**src/rtl/decode_stage_buffered.sv**
```systemverilog
// Buffered N-wide decode stage. Fetch bundles are decoded into a DEPTH-entry
// bundle FIFO; the oldest undispatched slots are presented compacted to slot 0.
`ifndef FETCH_WIDTH
`define FETCH_WIDTH 4
`endif

package decode_pkg;
   typedef struct packed {
      logic        valid;
      logic [31:0] pc;
      logic [31:0] instr;
   } aligned_instr_t;

   typedef struct packed {
      logic        valid;
      logic [31:0] pc;
      logic [6:0]  opcode;
      logic [4:0]  rd;
      logic [2:0]  funct3;
      logic [4:0]  rs1;
      logic [4:0]  rs2;
      logic [6:0]  funct7;
      logic [31:0] imm;
   } decoded_instr_t;
endpackage

module instr_field_decoder
   import decode_pkg::*;
(
   input  aligned_instr_t instr_i,
   output decoded_instr_t dec_o
);
   always_comb begin
      dec_o        = '0;
      dec_o.valid  = instr_i.valid;
      dec_o.pc     = instr_i.pc;
      dec_o.opcode = instr_i.instr[6:0];
      dec_o.rd     = instr_i.instr[11:7];
      dec_o.funct3 = instr_i.instr[14:12];
      dec_o.rs1    = instr_i.instr[19:15];
      dec_o.rs2    = instr_i.instr[24:20];
      dec_o.funct7 = instr_i.instr[31:25];
      dec_o.imm    = {{20{instr_i.instr[31]}}, instr_i.instr[31:20]};
   end
endmodule

module decode_stage_buffered
   import decode_pkg::*;
#(
   parameter int  WIDTH = `FETCH_WIDTH,
   parameter int  DEPTH = 2,
   localparam int CNTW  = $clog2(WIDTH+1)
)(
   input  logic                        i_clk,
   input  logic                        i_rst_n,
   input  logic                        i_flush,
   input  logic                        i_stall,
   input  logic                        i_can_dequeue,
   input  aligned_instr_t [WIDTH-1:0]  i_instrs,
   output logic                        o_dequeue,
   output logic                        o_valid,
   output logic [CNTW-1:0]             o_count,
   output logic [WIDTH-1:0]            o_valid_mask,
   output decoded_instr_t [WIDTH-1:0]  o_instrs,
   input  logic [CNTW-1:0]             i_accept
);
   localparam int PW = (DEPTH > 1) ? $clog2(DEPTH) : 1;
   localparam int OW = $clog2(DEPTH+1);
   localparam int SW = (WIDTH > 1) ? $clog2(WIDTH) : 1;
   localparam logic [PW-1:0] PTR_LAST = PW'(DEPTH-1);

   decoded_instr_t [WIDTH-1:0] dec;
   decoded_instr_t [WIDTH-1:0] buf_q [DEPTH];
   logic [CNTW-1:0] cnt_q [DEPTH];
   logic [PW-1:0]   wr_ptr_q, wr_ptr_d, rd_ptr_q, rd_ptr_d;
   logic [OW-1:0]   occ_q, occ_d;
   logic [CNTW-1:0] head_off_q, head_off_d;
   logic [CNTW-1:0] n_in, rem, acc;
   logic [SW-1:0]   idx;
   logic            push, pop, consume;

   for (genvar s = 0; s < WIDTH; s++) begin : g_dec
      instr_field_decoder u_dec (.instr_i(i_instrs[s]), .dec_o(dec[s]));
   end

   always_comb begin
      n_in = '0;
      for (int s = 0; s < WIDTH; s++) n_in = n_in + CNTW'(i_instrs[s].valid);
   end

   // Registered occupancy only: a full buffer never accepts, even if the head pops now.
   assign o_dequeue = i_can_dequeue & ~i_stall & ~i_flush & i_rst_n & (occ_q < OW'(DEPTH));
   assign push      = o_dequeue & i_instrs[0].valid;

   assign o_valid = (occ_q != '0);
   assign rem     = o_valid ? (cnt_q[rd_ptr_q] - head_off_q) : '0;
   assign o_count = rem;

   always_comb begin
      o_instrs     = '0;
      o_valid_mask = '0;
      idx          = '0;
      for (int s = 0; s < WIDTH; s++) begin
         if (CNTW'(s) < rem) begin
            idx             = SW'(s + int'(head_off_q));
            o_valid_mask[s] = 1'b1;
            o_instrs[s]     = buf_q[rd_ptr_q][idx];
         end
      end
   end

   assign consume = ~i_stall & ~i_flush & o_valid;
   assign acc     = (i_accept > rem) ? rem : i_accept;
   assign pop     = consume & (acc == rem);

   always_comb begin
      wr_ptr_d   = wr_ptr_q;
      rd_ptr_d   = rd_ptr_q;
      occ_d      = occ_q;
      head_off_d = head_off_q;
      if (push) wr_ptr_d = (wr_ptr_q == PTR_LAST) ? '0 : wr_ptr_q + 1'b1;
      if (pop) begin
         rd_ptr_d   = (rd_ptr_q == PTR_LAST) ? '0 : rd_ptr_q + 1'b1;
         head_off_d = '0;
      end else if (consume) begin
         head_off_d = head_off_q + acc;
      end
      if (push && !pop)      occ_d = occ_q + 1'b1;
      else if (pop && !push) occ_d = occ_q - 1'b1;
   end

   always_ff @(posedge i_clk) begin
      if (!i_rst_n || i_flush) begin
         wr_ptr_q   <= '0;
         rd_ptr_q   <= '0;
         occ_q      <= '0;
         head_off_q <= '0;
         for (int e = 0; e < DEPTH; e++) begin
            buf_q[e] <= '0;
            cnt_q[e] <= '0;
         end
      end else begin
         wr_ptr_q   <= wr_ptr_d;
         rd_ptr_q   <= rd_ptr_d;
         occ_q      <= occ_d;
         head_off_q <= head_off_d;
         if (push) begin
            buf_q[wr_ptr_q] <= dec;
            cnt_q[wr_ptr_q] <= n_in;
         end
      end
   end
endmodule

```
**config.mk**
```make
export PLATFORM = sky130hd
export DESIGN_NAME = decode_stage_buffered
export DESIGN_NICKNAME = d
export VERILOG_FILES = /design/src/rtl/decode_stage_buffered.sv
export SDC_FILE = /design/constraint.sdc
export NUM_CORES = 1
export LEC_CHECK = 0
export CAP_MARGIN = 0
export CORE_MARGIN = 3
export CORE_UTILIZATION = 47
export DETAILED_ROUTE_END_ITERATION = 7
export PLACE_DENSITY = 0.88
export SKIP_LAST_GASP = 1
export SYNTH_ARGS = -nofsm -noshare
export SYNTH_HDL_FRONTEND = slang
export SYNTH_SLANG_ARGS = --single-unit
```
**constraint.sdc**
```tcl
create_clock -name i_clk -period 8 [get_ports i_clk]
set_input_delay 1.6 -clock i_clk [delete_from_list [all_inputs] [get_ports i_clk]]
set_output_delay 1.6 -clock i_clk [all_outputs]
set_load 0.05 [all_outputs]
```
# Yosys cells after proc, flatten, opt, wreduce, memory -nomap -nowiden
# Memory sizes are Yosys's and may differ from the RTL's. A register that Yosys moved wholly into a read port is not among the register bits.
# Cells that the tools add are included.
[totals]
input_bits = 268
ram_bits = 782
wordCells = 87
out_inout_bits = 397
mem_count = 2
register_bits = 7
[memory_table]
columns = ["name", "words", "width", "read_ports", "rd_clocked_by_memory_dff", "wr", "line_no", "rtl"]
rows = [
  ["buf_q", 2, 388, 1, 1, 2, "73", "decoded_instr_t [WIDTH-1:0] buf_q [DEPTH];"],
  ["cnt_q", 2, 3, 1, 1, 2, "74", "logic [CNTW-1:0] cnt_q [DEPTH];"],
]
[classes]
n_addsub = 12
reduce_logical = 11
eq_ne = 1
magnitude_cmp = 10
bitwise_logic = 10
n_mux = 37
[ops]
columns = ["cell", "count"]
rows = [
  ["$bmux 97 s2", 4],
  ["$mux 97", 8],
  ["$mux 388", 1],
  ["$reduce_or 388->1", 1],
  ["$mux 1", 19],
  ["$lt 2x3->1 const B", 4],
  ["$mux 3", 3],
  ["$and 1x1->1", 8],
  ["$lt 1x3->1 const A", 2],
  ["$lt 2x3->1 const A", 2],
  ["$add 2x2->2 const A", 2],
  ["$mux 2", 2],
  ["$reduce_bool 2->1", 2],
  ["$add 2x1->3", 1],
  ["$add 3x1->3", 1],
  ["$add 3x3->3", 1],
  ["$eq 3x3->1", 1],
  ["$gt 3x3->1", 1],
  ["$logic_not 1->1", 3],
  ["$reduce_or 3->1", 1],
  ["$sub 3x3->3", 1],
  ["$add 1x1->1 const B", 2],
  ["$add 1x1->2", 1],
  ["$add 1x2->2 const A", 1],
  ["other kinds (7)", 9],
]

# Longest topological paths before layout
[depth]
ltp_word = 11
mapped_depth = 23
depth_no_buf = 20

# Cells and area by module
# From an unflattened synthesis, not the netlist that was laid out.
[unflattened]
hier_cells = 3914
area_unflattened_um2 = 47399.2
[modules_own_cells]
columns = ["module", "instances", "area_each_um2", "cells_each", "seq_area_each_um2"]
rows = [
  ["decode_stage_buffered", 1, 44486.4, 3526, 23642.7],
  ["instr_field_decoder", 4, 728.2, 97, 0.0],
]

# Worst setup path after synthesis
# Ideal clock, no wire load.
[synth_path]
kind = "in2reg"
startpoint = "input port i_flush"
endpoint = "memory buf_q[1][129] in the netlist's numbering (enable)"
slack_ns = -0.968
required_time_ns = 7.365
cell_stages = 5
setup_ns = 0.635
arrival_time_ns = 8.332
n_path_buf = 0
path_cell_list = "nand2b_4 -> nor4b_4 -> and2_4 -> nand3_2 -> nand2_1"
[synth_lines]
columns = ["item", "line_no", "rtl"]
rows = [
  ["from (decl)", "56", "input logic i_flush,"],
  ["to (decl)", "73", ""],
]

==> reports/qor.log <==
[placed_design] worst slack at placement 1.71 ns
[placed_design] total of buffers placed on input and output ports 664
[yosys] most frequent cells after synthesis sky130_fd_sc_hd__nand2_1 (527), sky130_fd_sc_hd__edfxtp_1 (526), sky130_fd_sc_hd__and2_1 (520), sky130_fd_sc_hd__a21oi_1 (262), sky130_fd_sc_hd__mux4_2 (260)
[route] detailed-route wire length 97,800 um
[route] DRC viols 0
[timing] post-layout worst setup margin 1.09 ns
[power] design internal power 4990 uW
[clocking] Bufs on Longest Clock Path 3
[run_status] status finished, final reports clean
[yosys] post-synthesis async set-or-reset flop share 0%
[setup_path] Worst path slowest cell sky130_fd_sc_hd__a21oi_1
[route] initial DRC count 2,592
[timing] actual transition at the worst max-transition pin 1.13 ns
[route] DR pass1 iterations 6
[floorplanning] number of primary I/O pins 665
[yosys] net count of the mapped netlist 2,801
[power] Clock power frac 40.8%
[yosys] top cells by area, synth sky130_fd_sc_hd__edfxtp_1 (51%), sky130_fd_sc_hd__mux4_2 (19%), sky130_fd_sc_hd__and2_1 (10%), sky130_fd_sc_hd__nand2_1 (6.4%), sky130_fd_sc_hd__a21oi_1 (4.2%)
[clocking] Post-CTS Hold Buffers 0
[clocking] # H-tree levels 2
[timing] unrepaired setup endpoints after global routing false
[power] relative contribution of combinational cells to total power 8.0%
[clocking] cell at the root of the clock tree sky130_fd_sc_hd__clkbuf_16
[yosys] Syn Area/Cell 12.3 um2
[setup_path] data required time of the worst path 6.40 ns
[yosys] most common flop cell mapped by yosys sky130_fd_sc_hd__edfxtp_1
[timing] timing-limited maximum frequency 145 MHz
[placed_design] Final GP Congestion 0.877
[setup_path] kind of end point of the critical path output pin
[finish] layout filler cell count 4,936
[global_routing] overall routing resource usage 27.4%
[yosys] cell count after synthesis 2,522
[setup_path] ordered list of cells on the worst path mux2i_1 > ha_1 > inv_1 > fa_1 > xnor2_1 > xnor2_2 > nand2_4 > a21oi_1 > clkdlybuf4s50_1
[power] power dissipated by switching net loads 1430 uW
[setup_path] Crit. path cell count 9
[timing] Setup violations, final 0
[finish] layout cell share with drive strength beyond 1 13.4%
[setup_path] worst path buffer plus inverter count 2
[setup_path] Crit path arrival time 5.31 ns
[finish] combined flip-flop and latch cell area 16,000 um2
[floorplanning] area enclosed by the die boundary 69,400 um2
[global_routing] number of antenna violations at the first check in global routing 20
[timing] max_slew headroom 24.7%
[clocking] post-cts gate resize count 0
[yosys] Synth warnings 0
[route] average wire per standard cell 25.3 um
[yosys] sequential element share of the synthesized area 51.2%
[placed_design] placed cell areas 37,200 um2
[global_routing] first-pass GRT wire length 145,000 um
[route] ratio of routed vias to standard cells 6.00
[power] Power per Cell Area 164 nW/um2
[global_routing] maximum number of pins on one net before global-route repair 147
[yosys] proportion of netlist area held by the largest area contributor 50.7%
[floorplanning] # rows 93
[hold_path] HP Class reg2reg
[finish] area added between synthesis and finish 25.5%
[power] switching power share of the total 22.3%
[setup_path] dominant delay contributor by cell family on the critical path buffers and inverters
[yosys] EDFF count, synth 526
[global_routing] Overflow after GRT 0
[yosys] netlist area before placement 31,100 um2
[setup_path] largest stage delay on the critical path 1.03 ns
[finish] final std cell area, no fill 39,100 um2
[timing] Final min period 6.91 ns
[setup_path] number of cells on the worst reg-to-reg path 21
[setup_path] startpoint types flop
[setup_path] kind of critical path reg2out
[timing] final-layout setup total negative slack 0 ns
[floorplanning] core box area 65,000 um2
[setup_path] worst-path maximum fanout 37
[floorplanning] horizontal extent of the die 263 um
[hold_path] number of stages on the worst hold path 2
[clocking] number of buffers added by the clock tree synthesis step 57
[finish] multi-input logic area 13,100 um2
[power] LEAKAGE 0.0135 uW
[floorplanning] die height 263 um
[clocking] clock sink count 534
[clocking] worst skew pair latency 0.61 ns
[timing] Final Max Tran Viols 0
[route] Final ANT Viol Nets 0
[placed_design] post-DP HPWL 65,700 um
[timing] final critical-path share of the clock period 86.4%
[finish] number of nets at the end of the flow 3,226
[yosys] register bit total from synthesis 534
[yosys] most numerous cell in the Yosys netlist sky130_fd_sc_hd__nand2_1
[floorplanning] starting density of the core 47.9%
[yosys] post-synth cell types 48
[clocking] TritonCTS clock tree done
[power] Worst VDD drop 0.166 mV
[clocking] Setup Buffers After CTS 0
[clocking] CTS clock-pin slew for the worst setup and hold paths 0.06 ns
[flow_run] MaxCap Viol Count 0
[timing] Clock Skew 0.0200 ns
[timing] final count of hold timing violations 0
[power] power share of the sequential group 51.2%
[global_routing] via count of the first global-routing pass 23,218
[route] vias post-DR 23,155
[yosys] post-synth top area cell sky130_fd_sc_hd__edfxtp_1
[sequential cells by signal (all words and copies together), names as in the netlist, named ones only]
name        flops
buf_q         520
cnt_q           6
head_off_q      3
occ_q           2
rd_ptr_q        1
wr_ptr_q        1
[final timing paths]
check                                      startpoint                    endpoint  slack [ns]
worst max-delay path                             flop               o_instrs[324]        1.09
worst min-delay path            rd_ptr_q$_SDFFE_PP0P_       rd_ptr_q$_SDFFE_PP0P_        0.49
worst max register to register                   flop  head_off_q[2]$_SDFFE_PP0P_        2.07
worst min register to register  rd_ptr_q$_SDFFE_PP0P_       rd_ptr_q$_SDFFE_PP0P_        0.49
[per-layer routing]
metal	up-vias	GRT usage (%)	share of wire, %
met3	338	6.08	9.9
met4	12	14.5	6.1
li1	9805	-	-
met1	11424	32.3	34
met5	-	0	0.082
met2	1576	47.0	50
[power by group through the flow]
stage	Combinational [uW]	Sequential (uW)	Clock, uW
after floorplan	275	3320	0
after global placement	494	3320	0
after detailed placement	507	3340	0
after CTS	510	3280	2650
after global routing	545	3300	2750
final	512	3290	2620
[kinds of logic (layout without fill, tap and decap cells)]
logic type / Yosys count / in the layout / synth area share, %
DFF: 534 / 534 / 51.2
muxes: 267 / 267 / 19.0
other: 0 / 15 / 0
adders and majority gates: 11 / 11 / 0.514
AOI/OAI and AO/OA: 278 / 278 / 4.57
xor gates and xnor gates: 12 / 12 / 0.406
buffers and inverters: 348 / 816 / 6.92
and+or+nand+nor: 1072 / 1072 / 17.3
[tightest hold or removal path, delay by kind of cell, from the launching register on]
| kind | cells | cell delay, ns |
|---|---|---|
| flip-flops | 1 | 0.30 |
| multiplexers | 1 | 0.07 |
| AND/OR/NAND/NOR | 1 | 0.07 |
[stage by stage]
step / total power [uW] / hold slack [ns] / utilization (%) / instances
after floorplan: 3600 / 0.456 / - / 2522
after global placement: 3820 / 0.463 / 57.2 / 3743
after detailed placement: 3850 / 0.476 / 57.2 / 3743
after CTS: 6450 / 0.494 / 60.0 / 3845
after global routing: 6600 / 0.518 / 60.1 / 3856
final: 6420 / 0.493 / 60.1 / 3860
[layout by cell type (no fill, tap or decap), types with 8 or more instances in the layout]
| master | Yosys | final |
|---|---|---|
| sky130_fd_sc_hd__clkdlybuf4s50_1 | 0 | 664 |
| sky130_fd_sc_hd__edfxtp_1 | 526 | 526 |
| sky130_fd_sc_hd__nand2_1 | 527 | 524 |
| sky130_fd_sc_hd__and2_1 | 520 | 520 |
| sky130_fd_sc_hd__mux4_2 | 260 | 260 |
| sky130_fd_sc_hd__a21oi_1 | 262 | 260 |
| sky130_fd_sc_hd__clkbuf_16 | 0 | 59 |
| sky130_fd_sc_hd__buf_4 | 169 | 25 |
| sky130_fd_sc_hd__diode_2 | 0 | 15 |
| sky130_fd_sc_hd__inv_1 | 13 | 13 |
| sky130_fd_sc_hd__clkinv_1 | 1 | 13 |
| sky130_fd_sc_hd__nor2_1 | 11 | 11 |
| sky130_fd_sc_hd__ha_1 | 8 | 8 |
| sky130_fd_sc_hd__clkbuf_1 | 84 | 8 |
[layout make-up]
class                      instances  area share (%)
antenna                           15          0.0961
clock buffer                      67            3.85
clock inverter                    35           0.820
inverter                          19           0.221
multi-input combinational       1640            33.6
sequential                       534            40.9
tap                              855            2.74
timing repair buffer             695            17.8
(Power assumes the default switching activity.)
